$ cat src/rtl/spi_master_ctrl_if.sv
// CPU register port and SPI pin bundle for spi_master_ctrl.
interface spi_master_ctrl_if #(
    parameter int W_CPU = 32,
    parameter int N_CS  = 4
);
    logic             wr_en;
    logic             rd_en;
    logic [1:0]       addr;
    logic [W_CPU-1:0] wd;
    logic [W_CPU-1:0] rd_data;
    logic             sclk;
    logic             mosi;
    logic             miso;
    logic [N_CS-1:0]  cs_n;

    // CPU / pad side of the bundle
    modport master (output wr_en, rd_en, addr, wd, miso,
                    input  rd_data, sclk, mosi, cs_n);
    // controller side of the bundle
    modport slave  (input  wr_en, rd_en, addr, wd, miso,
                    output rd_data, sclk, mosi, cs_n);
endinterface

$ cat src/rtl/spi_master_ctrl.sv
// CPU-mapped SPI master: CTRL/STATUS/TXDATA/RXDATA registers, TX and RX
// FIFOs, programmable half-period, CPOL/CPHA modes and decoded chip selects.
module spi_master_ctrl #(
    parameter int W_CPU      = 32,
    parameter int W_FRAME    = 8,
    parameter int N_CS       = 4,
    parameter int FIFO_DEPTH = 4,
    parameter int W_DIV      = 8
) (
    input  logic             clk,
    input  logic             rst,
    spi_master_ctrl_if.slave bus
);
    localparam int CS_W = (N_CS > 1) ? $clog2(N_CS) : 1;
    localparam int AW   = $clog2(FIFO_DEPTH);
    localparam int HW   = $clog2(2 * W_FRAME);
    localparam logic [HW-1:0] HALF_LAST = HW'(2 * W_FRAME - 1);
    localparam logic [AW:0]   CNT_FULL  = (AW + 1)'(FIFO_DEPTH);
    localparam logic [1:0] A_CTRL = 2'd0, A_STATUS = 2'd1, A_TX = 2'd2, A_RX = 2'd3;

    typedef enum logic [1:0] {IDLE, LEAD, SHIFT, TRAIL} state_t;

    state_t             state;
    logic               ctl_en, ctl_cpha, ctl_cpol;
    logic [W_DIV-1:0]   ctl_div;
    logic [CS_W-1:0]    ctl_cs;
    logic               cpha_l, cpol_l;
    logic [W_DIV-1:0]   div_l, cnt;
    logic [HW-1:0]      half;
    logic               chain;
    logic [W_FRAME-1:0] tx_sr, rx_sr;
    logic               tx_ovf, rx_ovf;
    logic               sclk_reg, mosi_reg;
    logic [N_CS-1:0]    cs_n_reg;
    logic [W_CPU-1:0]   rd_data_reg;
    logic [W_FRAME-1:0] tx_mem [FIFO_DEPTH];
    logic [W_FRAME-1:0] rx_mem [FIFO_DEPTH];
    logic [AW-1:0]      tx_wp, tx_rp, rx_wp, rx_rp;
    logic [AW:0]        tx_cnt, rx_cnt;

    logic tx_full, tx_empty, rx_full, rx_empty, busy;
    logic h_done, last_half, edge_now, edge_lead, do_sample, load_cpha;
    logic tx_pop, tx_push, tx_ovf_set, rx_push_ev, rx_push, rx_pop, rx_ovf_set, stat_rd;
    logic [W_FRAME-1:0] frame;
    logic [W_CPU-1:0]   rd_mux;

    // one-hot active-low select; out-of-range selects leave every line high
    function automatic logic [N_CS-1:0] cs_decode(input logic [CS_W-1:0] sel);
        logic [N_CS-1:0] v;
        for (int i = 0; i < N_CS; i++) begin
            if (int'(sel) == i) v[i] = 1'b0;
            else                v[i] = 1'b1;
        end
        return v;
    endfunction

    assign bus.sclk    = sclk_reg;
    assign bus.mosi    = mosi_reg;
    assign bus.cs_n    = cs_n_reg;
    assign bus.rd_data = rd_data_reg;

    // FIFO flags, engine events, CPU access decode and read-data mux
    always_comb begin
        tx_full    = (tx_cnt == CNT_FULL);
        tx_empty   = (tx_cnt == '0);
        rx_full    = (rx_cnt == CNT_FULL);
        rx_empty   = (rx_cnt == '0);
        busy       = (state != IDLE);
        h_done     = (cnt == div_l);
        last_half  = (half == HALF_LAST);
        tx_pop     = 1'b0;
        rx_push_ev = 1'b0;
        edge_now   = 1'b0;
        edge_lead  = 1'b0;
        case (state)
            IDLE:  tx_pop = ctl_en && !tx_empty;
            LEAD:  begin edge_now = h_done; edge_lead = 1'b1; end
            SHIFT: begin
                if (h_done && last_half) begin
                    rx_push_ev = 1'b1;
                    tx_pop     = ctl_en && !tx_empty;
                end else begin
                    edge_now  = h_done;
                    edge_lead = half[0];
                end
            end
            TRAIL: begin edge_now = h_done && chain; edge_lead = 1'b1; end
            default: begin edge_now = 1'b0; edge_lead = 1'b0; end
        endcase
        // CPHA=0 samples on leading edges, CPHA=1 on trailing edges
        do_sample  = edge_lead ^ cpha_l;
        load_cpha  = (state == IDLE) ? ctl_cpha : cpha_l;
        frame      = tx_mem[tx_rp];
        tx_push    = bus.wr_en && (bus.addr == A_TX) && (!tx_full || tx_pop);
        tx_ovf_set = bus.wr_en && (bus.addr == A_TX) && tx_full && !tx_pop;
        rx_pop     = bus.rd_en && (bus.addr == A_RX) && !rx_empty;
        rx_push    = rx_push_ev && (!rx_full || rx_pop);
        rx_ovf_set = rx_push_ev && rx_full && !rx_pop;
        stat_rd    = bus.rd_en && (bus.addr == A_STATUS);
        rd_mux     = '0;
        case (bus.addr)
            A_CTRL: begin
                rd_mux[0]            = ctl_en;
                rd_mux[1]            = ctl_cpha;
                rd_mux[2]            = ctl_cpol;
                rd_mux[8 +: W_DIV]   = ctl_div;
                rd_mux[16 +: CS_W]   = ctl_cs;
            end
            A_STATUS: rd_mux[6:0] = {tx_ovf, rx_ovf, rx_empty, rx_full, tx_empty, tx_full, busy};
            A_RX: begin
                if (!rx_empty) rd_mux[W_FRAME-1:0] = rx_mem[rx_rp];
                else           rd_mux = '0;
            end
            default: rd_mux = '0;
        endcase
    end

    // CTRL register, sticky overflow flags and registered read data
    always_ff @(posedge clk or posedge rst) begin
        if (rst) begin
            ctl_en      <= 1'b0;
            ctl_cpha    <= 1'b0;
            ctl_cpol    <= 1'b0;
            ctl_div     <= '0;
            ctl_cs      <= '0;
            tx_ovf      <= 1'b0;
            rx_ovf      <= 1'b0;
            rd_data_reg <= '0;
        end else begin
            if (bus.wr_en && (bus.addr == A_CTRL)) begin
                ctl_en   <= bus.wd[0];
                ctl_cpha <= bus.wd[1];
                ctl_cpol <= bus.wd[2];
                ctl_div  <= bus.wd[8 +: W_DIV];
                ctl_cs   <= bus.wd[16 +: CS_W];
            end
            if (bus.rd_en) rd_data_reg <= rd_mux;
            // a new overflow in the same cycle as a STATUS read stays visible
            if (tx_ovf_set)   tx_ovf <= 1'b1;
            else if (stat_rd) tx_ovf <= 1'b0;
            if (rx_ovf_set)   rx_ovf <= 1'b1;
            else if (stat_rd) rx_ovf <= 1'b0;
        end
    end

    // FIFO pointers and occupancy counts
    always_ff @(posedge clk or posedge rst) begin
        if (rst) begin
            tx_wp <= '0; tx_rp <= '0; tx_cnt <= '0;
            rx_wp <= '0; rx_rp <= '0; rx_cnt <= '0;
        end else begin
            if (tx_push) tx_wp <= tx_wp + AW'(1);
            if (tx_pop)  tx_rp <= tx_rp + AW'(1);
            if (tx_push && !tx_pop)      tx_cnt <= tx_cnt + (AW + 1)'(1);
            else if (!tx_push && tx_pop) tx_cnt <= tx_cnt - (AW + 1)'(1);
            if (rx_push) rx_wp <= rx_wp + AW'(1);
            if (rx_pop)  rx_rp <= rx_rp + AW'(1);
            if (rx_push && !rx_pop)      rx_cnt <= rx_cnt + (AW + 1)'(1);
            else if (!rx_push && rx_pop) rx_cnt <= rx_cnt - (AW + 1)'(1);
        end
    end

    // FIFO storage (contents are qualified by the counts, so no reset)
    always_ff @(posedge clk) begin
        if (tx_push) tx_mem[tx_wp] <= bus.wd[W_FRAME-1:0];
        if (rx_push) rx_mem[rx_wp] <= rx_sr;
    end

    // transfer engine: state sequencing, sclk/mosi/cs_n generation, miso capture
    always_ff @(posedge clk or posedge rst) begin
        if (rst) begin
            state    <= IDLE;
            cpha_l   <= 1'b0;
            cpol_l   <= 1'b0;
            div_l    <= '0;
            cnt      <= '0;
            half     <= '0;
            chain    <= 1'b0;
            tx_sr    <= '0;
            rx_sr    <= '0;
            sclk_reg <= 1'b0;
            mosi_reg <= 1'b0;
            cs_n_reg <= '1;
        end else begin
            case (state)
                IDLE: begin
                    sclk_reg <= ctl_cpol;
                    cs_n_reg <= '1;
                    cnt      <= '0;
                    if (tx_pop) begin
                        state    <= LEAD;
                        cpha_l   <= ctl_cpha;
                        cpol_l   <= ctl_cpol;
                        div_l    <= ctl_div;
                        cs_n_reg <= cs_decode(ctl_cs);
                    end
                end
                LEAD: begin
                    if (h_done) begin
                        state <= SHIFT;
                        cnt   <= '0;
                        half  <= '0;
                    end else begin
                        cnt <= cnt + W_DIV'(1);
                    end
                end
                SHIFT: begin
                    if (h_done) begin
                        cnt <= '0;
                        if (last_half) begin
                            state <= TRAIL;
                            chain <= tx_pop;
                        end else begin
                            half <= half + HW'(1);
                        end
                    end else begin
                        cnt <= cnt + W_DIV'(1);
                    end
                end
                TRAIL: begin
                    if (h_done) begin
                        cnt  <= '0;
                        half <= '0;
                        if (chain) begin
                            state <= SHIFT;
                        end else begin
                            state    <= IDLE;
                            cs_n_reg <= '1;
                        end
                    end else begin
                        cnt <= cnt + W_DIV'(1);
                    end
                end
                default: state <= IDLE;
            endcase
            // the next frame is loaded a full phase before its first sclk edge,
            // so with CPHA=0 the MSB is already stable on mosi
            if (tx_pop) begin
                if (load_cpha) begin
                    tx_sr <= frame;
                end else begin
                    mosi_reg <= frame[W_FRAME-1];
                    tx_sr    <= frame << 1;
                end
            end
            if (edge_now) begin
                sclk_reg <= cpol_l ^ edge_lead;
                if (do_sample) begin
                    rx_sr <= {rx_sr[W_FRAME-2:0], bus.miso};
                end else begin
                    mosi_reg <= tx_sr[W_FRAME-1];
                    tx_sr    <= tx_sr << 1;
                end
            end
        end
    end
endmodule

$ cat src/flat_wrapper.sv
// flat-port wrapper written by rule: the top's interface ports become plain ports
module spi_master_ctrl_flat 
#(
    parameter int W_CPU      = 32,
    parameter int W_FRAME    = 8,
    parameter int N_CS       = 4,
    parameter int FIFO_DEPTH = 4,
    parameter int W_DIV      = 8
)
  (clk, rst, bus_wr_en, bus_rd_en, bus_addr, bus_wd, bus_miso, bus_rd_data, bus_sclk, bus_mosi, bus_cs_n);
  spi_master_ctrl_if #(.W_CPU(W_CPU), .N_CS(N_CS)) bus_i ();
  input  logic clk;
  input  logic rst;
  input wire logic [$bits(bus_i.wr_en)-1:0] bus_wr_en;
  input wire logic [$bits(bus_i.rd_en)-1:0] bus_rd_en;
  input wire logic [$bits(bus_i.addr)-1:0] bus_addr;
  input wire logic [$bits(bus_i.wd)-1:0] bus_wd;
  input wire logic [$bits(bus_i.miso)-1:0] bus_miso;
  output wire logic [$bits(bus_i.rd_data)-1:0] bus_rd_data;
  output wire logic [$bits(bus_i.sclk)-1:0] bus_sclk;
  output wire logic [$bits(bus_i.mosi)-1:0] bus_mosi;
  output wire logic [$bits(bus_i.cs_n)-1:0] bus_cs_n;
  assign bus_i.wr_en = bus_wr_en;
  assign bus_i.rd_en = bus_rd_en;
  assign bus_i.addr = bus_addr;
  assign bus_i.wd = bus_wd;
  assign bus_i.miso = bus_miso;
  assign bus_rd_data = bus_i.rd_data;
  assign bus_sclk = bus_i.sclk;
  assign bus_mosi = bus_i.mosi;
  assign bus_cs_n = bus_i.cs_n;
  spi_master_ctrl #(.W_CPU(W_CPU), .W_FRAME(W_FRAME), .N_CS(N_CS), .FIFO_DEPTH(FIFO_DEPTH), .W_DIV(W_DIV)) u_core (.clk(clk), .rst(rst), .bus(bus_i));
endmodule
$ cat config.mk
export PLATFORM = sky130hd
export DESIGN_NAME = spi_master_ctrl_flat
export DESIGN_NICKNAME = d
export VERILOG_FILES = /design/src/rtl/spi_master_ctrl_if.sv /design/src/rtl/spi_master_ctrl.sv /design/src/flat_wrapper.sv
export SDC_FILE = /design/constraint.sdc
export NUM_CORES = 1
export LEC_CHECK = 0
export BUFFER_PORTS_ARGS = -buffer_cell sky130_fd_sc_hd__buf_2
export CORE_MARGIN = 4
export CORE_UTILIZATION = 45
export DETAILED_ROUTE_END_ITERATION = 10
export MAX_ROUTING_LAYER = met4
export PLACE_DENSITY = 0.7
export SETUP_SLACK_MARGIN = 0.02
export SYNTH_ARGS = -nofsm -noshare
export SYNTH_HDL_FRONTEND = slang
export SYNTH_SLANG_ARGS = --single-unit
$ cat constraint.sdc
create_clock -name clk -period 3.5 [get_ports clk]
set_clock_uncertainty 0.2 [all_clocks]
set_input_delay 0.525 -clock clk [delete_from_list [all_inputs] [get_ports clk]]
set_output_delay 0.525 -clock clk [all_outputs]
set_load 0.05 [all_outputs]
==> results.md <==
* Final-stage net count at 621
* Vias in the first global route at 4279
* Main combinational cell family by area after synthesis: multiplexers
* Syn Area/Cell at 14.0 um^2
* Share of flip-flops with an asynchronous set or reset after synthesis at 0.595
* Area overhead of the layout relative to synthesis at 15.5%
* Number of distinct standard cells referenced by the synthesized netlist at 52
* HPWL Detailed at 9180 um
* Average wire per cell in the routed design at 16.5 um
* Largest net degree at the start of global routing at 51
* Count of endpoints failing hold in the final timing report at 0
* Number of setup violations in the final report at 0
* Total of cells resized after clock tree synthesis at 0
* Clock-pin transition on the worst setup and hold timing paths at 0.06 ns
* PortBufs at 48
* Setup TNS Final at 0 ns
* Post-CTS setup-driven buffer insertion count at 0
* Worst hold margin at 0.0665 ns
* Area of the multi-input gates at 2510 um^2
* Post-route cell area at 8140 um^2
* Core box area at 15300 um^2
* Row count at 45
* Portion of the post-synthesis area used by sequential elements at 0.607
* Peak supply drop at 0.448 mV
* Overall die height at 133 um
* TritonCTS clock tree: done
* Post-synthesis share of cell area spent on xor and xnor gates at 0.0335
* Number of fill cells at 1265
* Antenna violations before repair at 1
* Worst-path cell chain: inv_1 -> ha_1 -> nand2_1 -> o31a_1 -> a21oi_1 -> ha_1 -> inv_1 -> fa_1 -> xor2_1 -> nor2_1 -> xor2_1
* Highest Clock Rate at 0.321 GHz
* Critical path startpoint category: flip-flop
* Starting DRT DRC Count at 257
* Cell area after technology mapping at 7050 um^2
* # IOs at 77
* Number of hold buffers added after cts at 0
* Number of warning messages in the yosys log at 0
* Endpoint arrival time on the critical path at 3.25 ns
* Power density normalized to cell area at 772 nW/um^2
* Die Footprint at 17700 um^2
* Capturing point of the worst reg2reg path: u_core.tx_cnt[2]
* H-tree Lvls at 4
* Slowest-stage cell, CP: dfrtp_1
* Worst reg2reg startpoint: u_core.state[0]
* CTS buffer count at 17
* Root cell of the clock tree: clkbuf_16
* Setup Crit Path Kind: flip-flop to flip-flop
* Ratio of routed vias to standard cells at 5.04
* Final critical-path required period at 3.11 ns
* Synth top area share at 0.319
* Result of the run: complete, no violations
* Worst EP required at 3.64 ns
* Max-capacitance violation count at 0
* Register-to-Register Setup Slack at 0.39 ns
* Cell depth of the worst flop-to-flop path at 11
* #FFs+latches synth at 158
* Post-synthesis cell type with the largest combined area: dfrtp_1
* Clock latency at the later pin of the worst-skew pair at 0.42 ns
* Core utilization of the finished layout at 0.534
* Crit path capture: u_core.tx_cnt[2]
* RSZ-0062 raised after global routing: no
* Placed cell areas at 7510 um^2
* Static Leakage at 3.48 nW
* Normalized max-slew margin at 0.407
* Final Slew Violations at 0
* Die X at 133 um
* Launching element of the worst setup path: u_core.state[0]
* Global placement routability congestion at 0.789
* Share of layout cells above drive strength 1 at 0.289
* Synth area leaders: dfrtp_1 32%, edfxtp_1 27%, mux2_2 8.3%
* Area share of fa/ha/maj cells after synthesis at 0.0341
* First-pass GRT wire length at 21800 um
* Drt total wl at 13000 um
* Type of the most critical hold path: input pin to async pin
* EDFF count, synth at 64
* Final cycle utilization of the critical path at 0.889
* Synth Instances at 505
* Post-route ant nets at 0
* Measured slew at the worst slew-check pin at 0.889 ns
* Crit path capture type: flip-flop
* Via count at 3981
* Simple-gate share of the synthesized area at 0.0770
* Most instantiated flip-flop cell in the synthesis netlist: dfrtp_1
* Stage delay of the slowest cell on the critical path at 0.42 ns
* Clock net sink count at 158
* Worst-path maximum fanout at 9
* Overall fraction of global-route tracks in use at 0.160
* DRT Pass-1 Iters at 4
* Final routed DRC violation total at 0
* Effective utilization at floorplan at 0.462
* Share of synthesized area spent on multiplexers at 0.156
* Sequential cell area at 4280 um^2
* Share of the synthesized area in compound gates (AO/OA/AOI/OAI) at 0.0476
* Max clock buf depth at 2
* Gr ovfl total at 0
[critical path, delay by kind of cell, from the launching register on]
family	cells	cell delay, ns
AND/OR/NAND/NOR	2	0.34
flip-flops	1	0.42
buffers and inverters	2	0.19
XOR/XNOR	2	0.30
AO/OA/AOI/OAI	2	0.61
adder cells (fa/ha/maj)	3	0.96
[power by group]
| group | total [mW] | internal [mW] | switching, mW |
|---|---|---|---|
| Sequential | 2.66 | 2.29 | 0.372 |
| Combinational | 1.73 | 0.807 | 0.924 |
| Clock | 1.90 | 1.19 | 0.706 |
| Total | 6.28 | 4.28 | 2.00 |
[routing by layer]
metal,routed length [um],track usage,up-vias
met5,0,-,-
met4,184,0.0491,0
met3,527,0.0476,13
met2,6470,0.260,59
met1,5830,0.196,2006
li1,-,-,1903
[cell type report]
type | instances | area share
Tap cell | 211 | 0.0324
Antenna cell | 2 | 0.000615
Clock buffer | 26 | 0.0693
Clock inverter | 6 | 0.00753
Timing Repair Buffer | 60 | 0.0421
Multi-Input combinational cell | 297 | 0.309
Sequential cell | 158 | 0.526
Inverter | 30 | 0.0140
[stage by stage]
stage	total power, mW	cells	setup WS, ns
5_1_grt	6.63	789	0.187
6_report	6.28	790	0.389
2_1_floorplan	4.01	518	0.301
3_3_place_gp	4.35	756	0.545
3_5_place_dp	4.43	756	0.409
4_1_cts	6.34	788	0.385
[worst min-delay path by stage]
stage / end / slack [ns] / cells after the start
after floorplan: u_core.tx_cnt[2] / 0.26 / 1
after global placement: u_core.bus.cs_n[3] / 0.26 / 2
after detailed placement: u_core.bus.cs_n[3] / 0.25 / 2
after CTS: u_core.bus.rd_data[10] / 0.08 / 2
after global routing: u_core.tx_mem[0][3] / 0.11 / 1
final: u_core.bus.rd_data[7] / 0.07 / 2
[layout by cell type, fill, tap and decap left out, types with 3 or more instances in the layout]
| master | netlist | final |
|---|---|---|
| a21oi_1 | 8 | 8 |
| a221o_1 | 4 | 4 |
| a31oi_1 | 4 | 4 |
| and2_1 | 9 | 9 |
| and3_1 | 3 | 3 |
| buf_2 | 0 | 48 |
| buf_4 | 14 | 11 |
| clkbuf_1 | 14 | 3 |
| clkbuf_16 | 0 | 21 |
| clkinv_2 | 0 | 3 |
| conb_1 | 1 | 14 |
| dfrtp_1 | 90 | 90 |
| dfstp_2 | 4 | 4 |
| edfxtp_1 | 64 | 64 |
| ha_1 | 16 | 16 |
| inv_1 | 30 | 29 |
| mux2_2 | 52 | 52 |
| mux2i_1 | 14 | 14 |
| mux4_2 | 16 | 16 |
| nand2_1 | 26 | 26 |
| nand2b_1 | 5 | 5 |
| nand3_1 | 8 | 8 |
| nor2_1 | 25 | 25 |
| nor2b_1 | 4 | 4 |
| nor3_1 | 8 | 8 |
| o21ai_0 | 18 | 18 |
| or4b_1 | 3 | 3 |
| xnor2_1 | 9 | 9 |
| xor2_1 | 18 | 18 |
[cells in the mapped netlist, types with 2 or more instances]
master / count
and2_1: 9
ha_1: 16
mux2i_1: 14
nand3_1: 8
a21oi_1: 8
buf_4: 14
inv_1: 30
a31oi_1: 4
a221oi_1: 2
buf_6: 3
a22o_1: 2
dfrtp_1: 90
nor3b_1: 3
o21ai_0: 18
and3_1: 3
xnor2_1: 9
nand2b_1: 5
dfstp_2: 4
xor2_1: 18
fa_1: 2
nor4_1: 2
or4b_1: 3
or4_1: 2
buf_1: 2
nor3_1: 8
edfxtp_1: 64
a211oi_1: 2
nor2_1: 25
mux2_2: 52
nand2_1: 26
clkbuf_1: 14
nor2b_1: 4
o31a_1: 2
mux4_2: 16
a221o_1: 4
[kinds of logic after synthesis]
family                   Yosys count
AO/OA/AOI/OAI                     51
XOR/XNOR                          27
adder cells (fa/ha/maj)           18
buffers and inverters             63
flip-flops                       158
multiplexers                      83
other                              1
AND/OR/NAND/NOR                  104
Note: power is estimated with default switching activity, not from simulation.
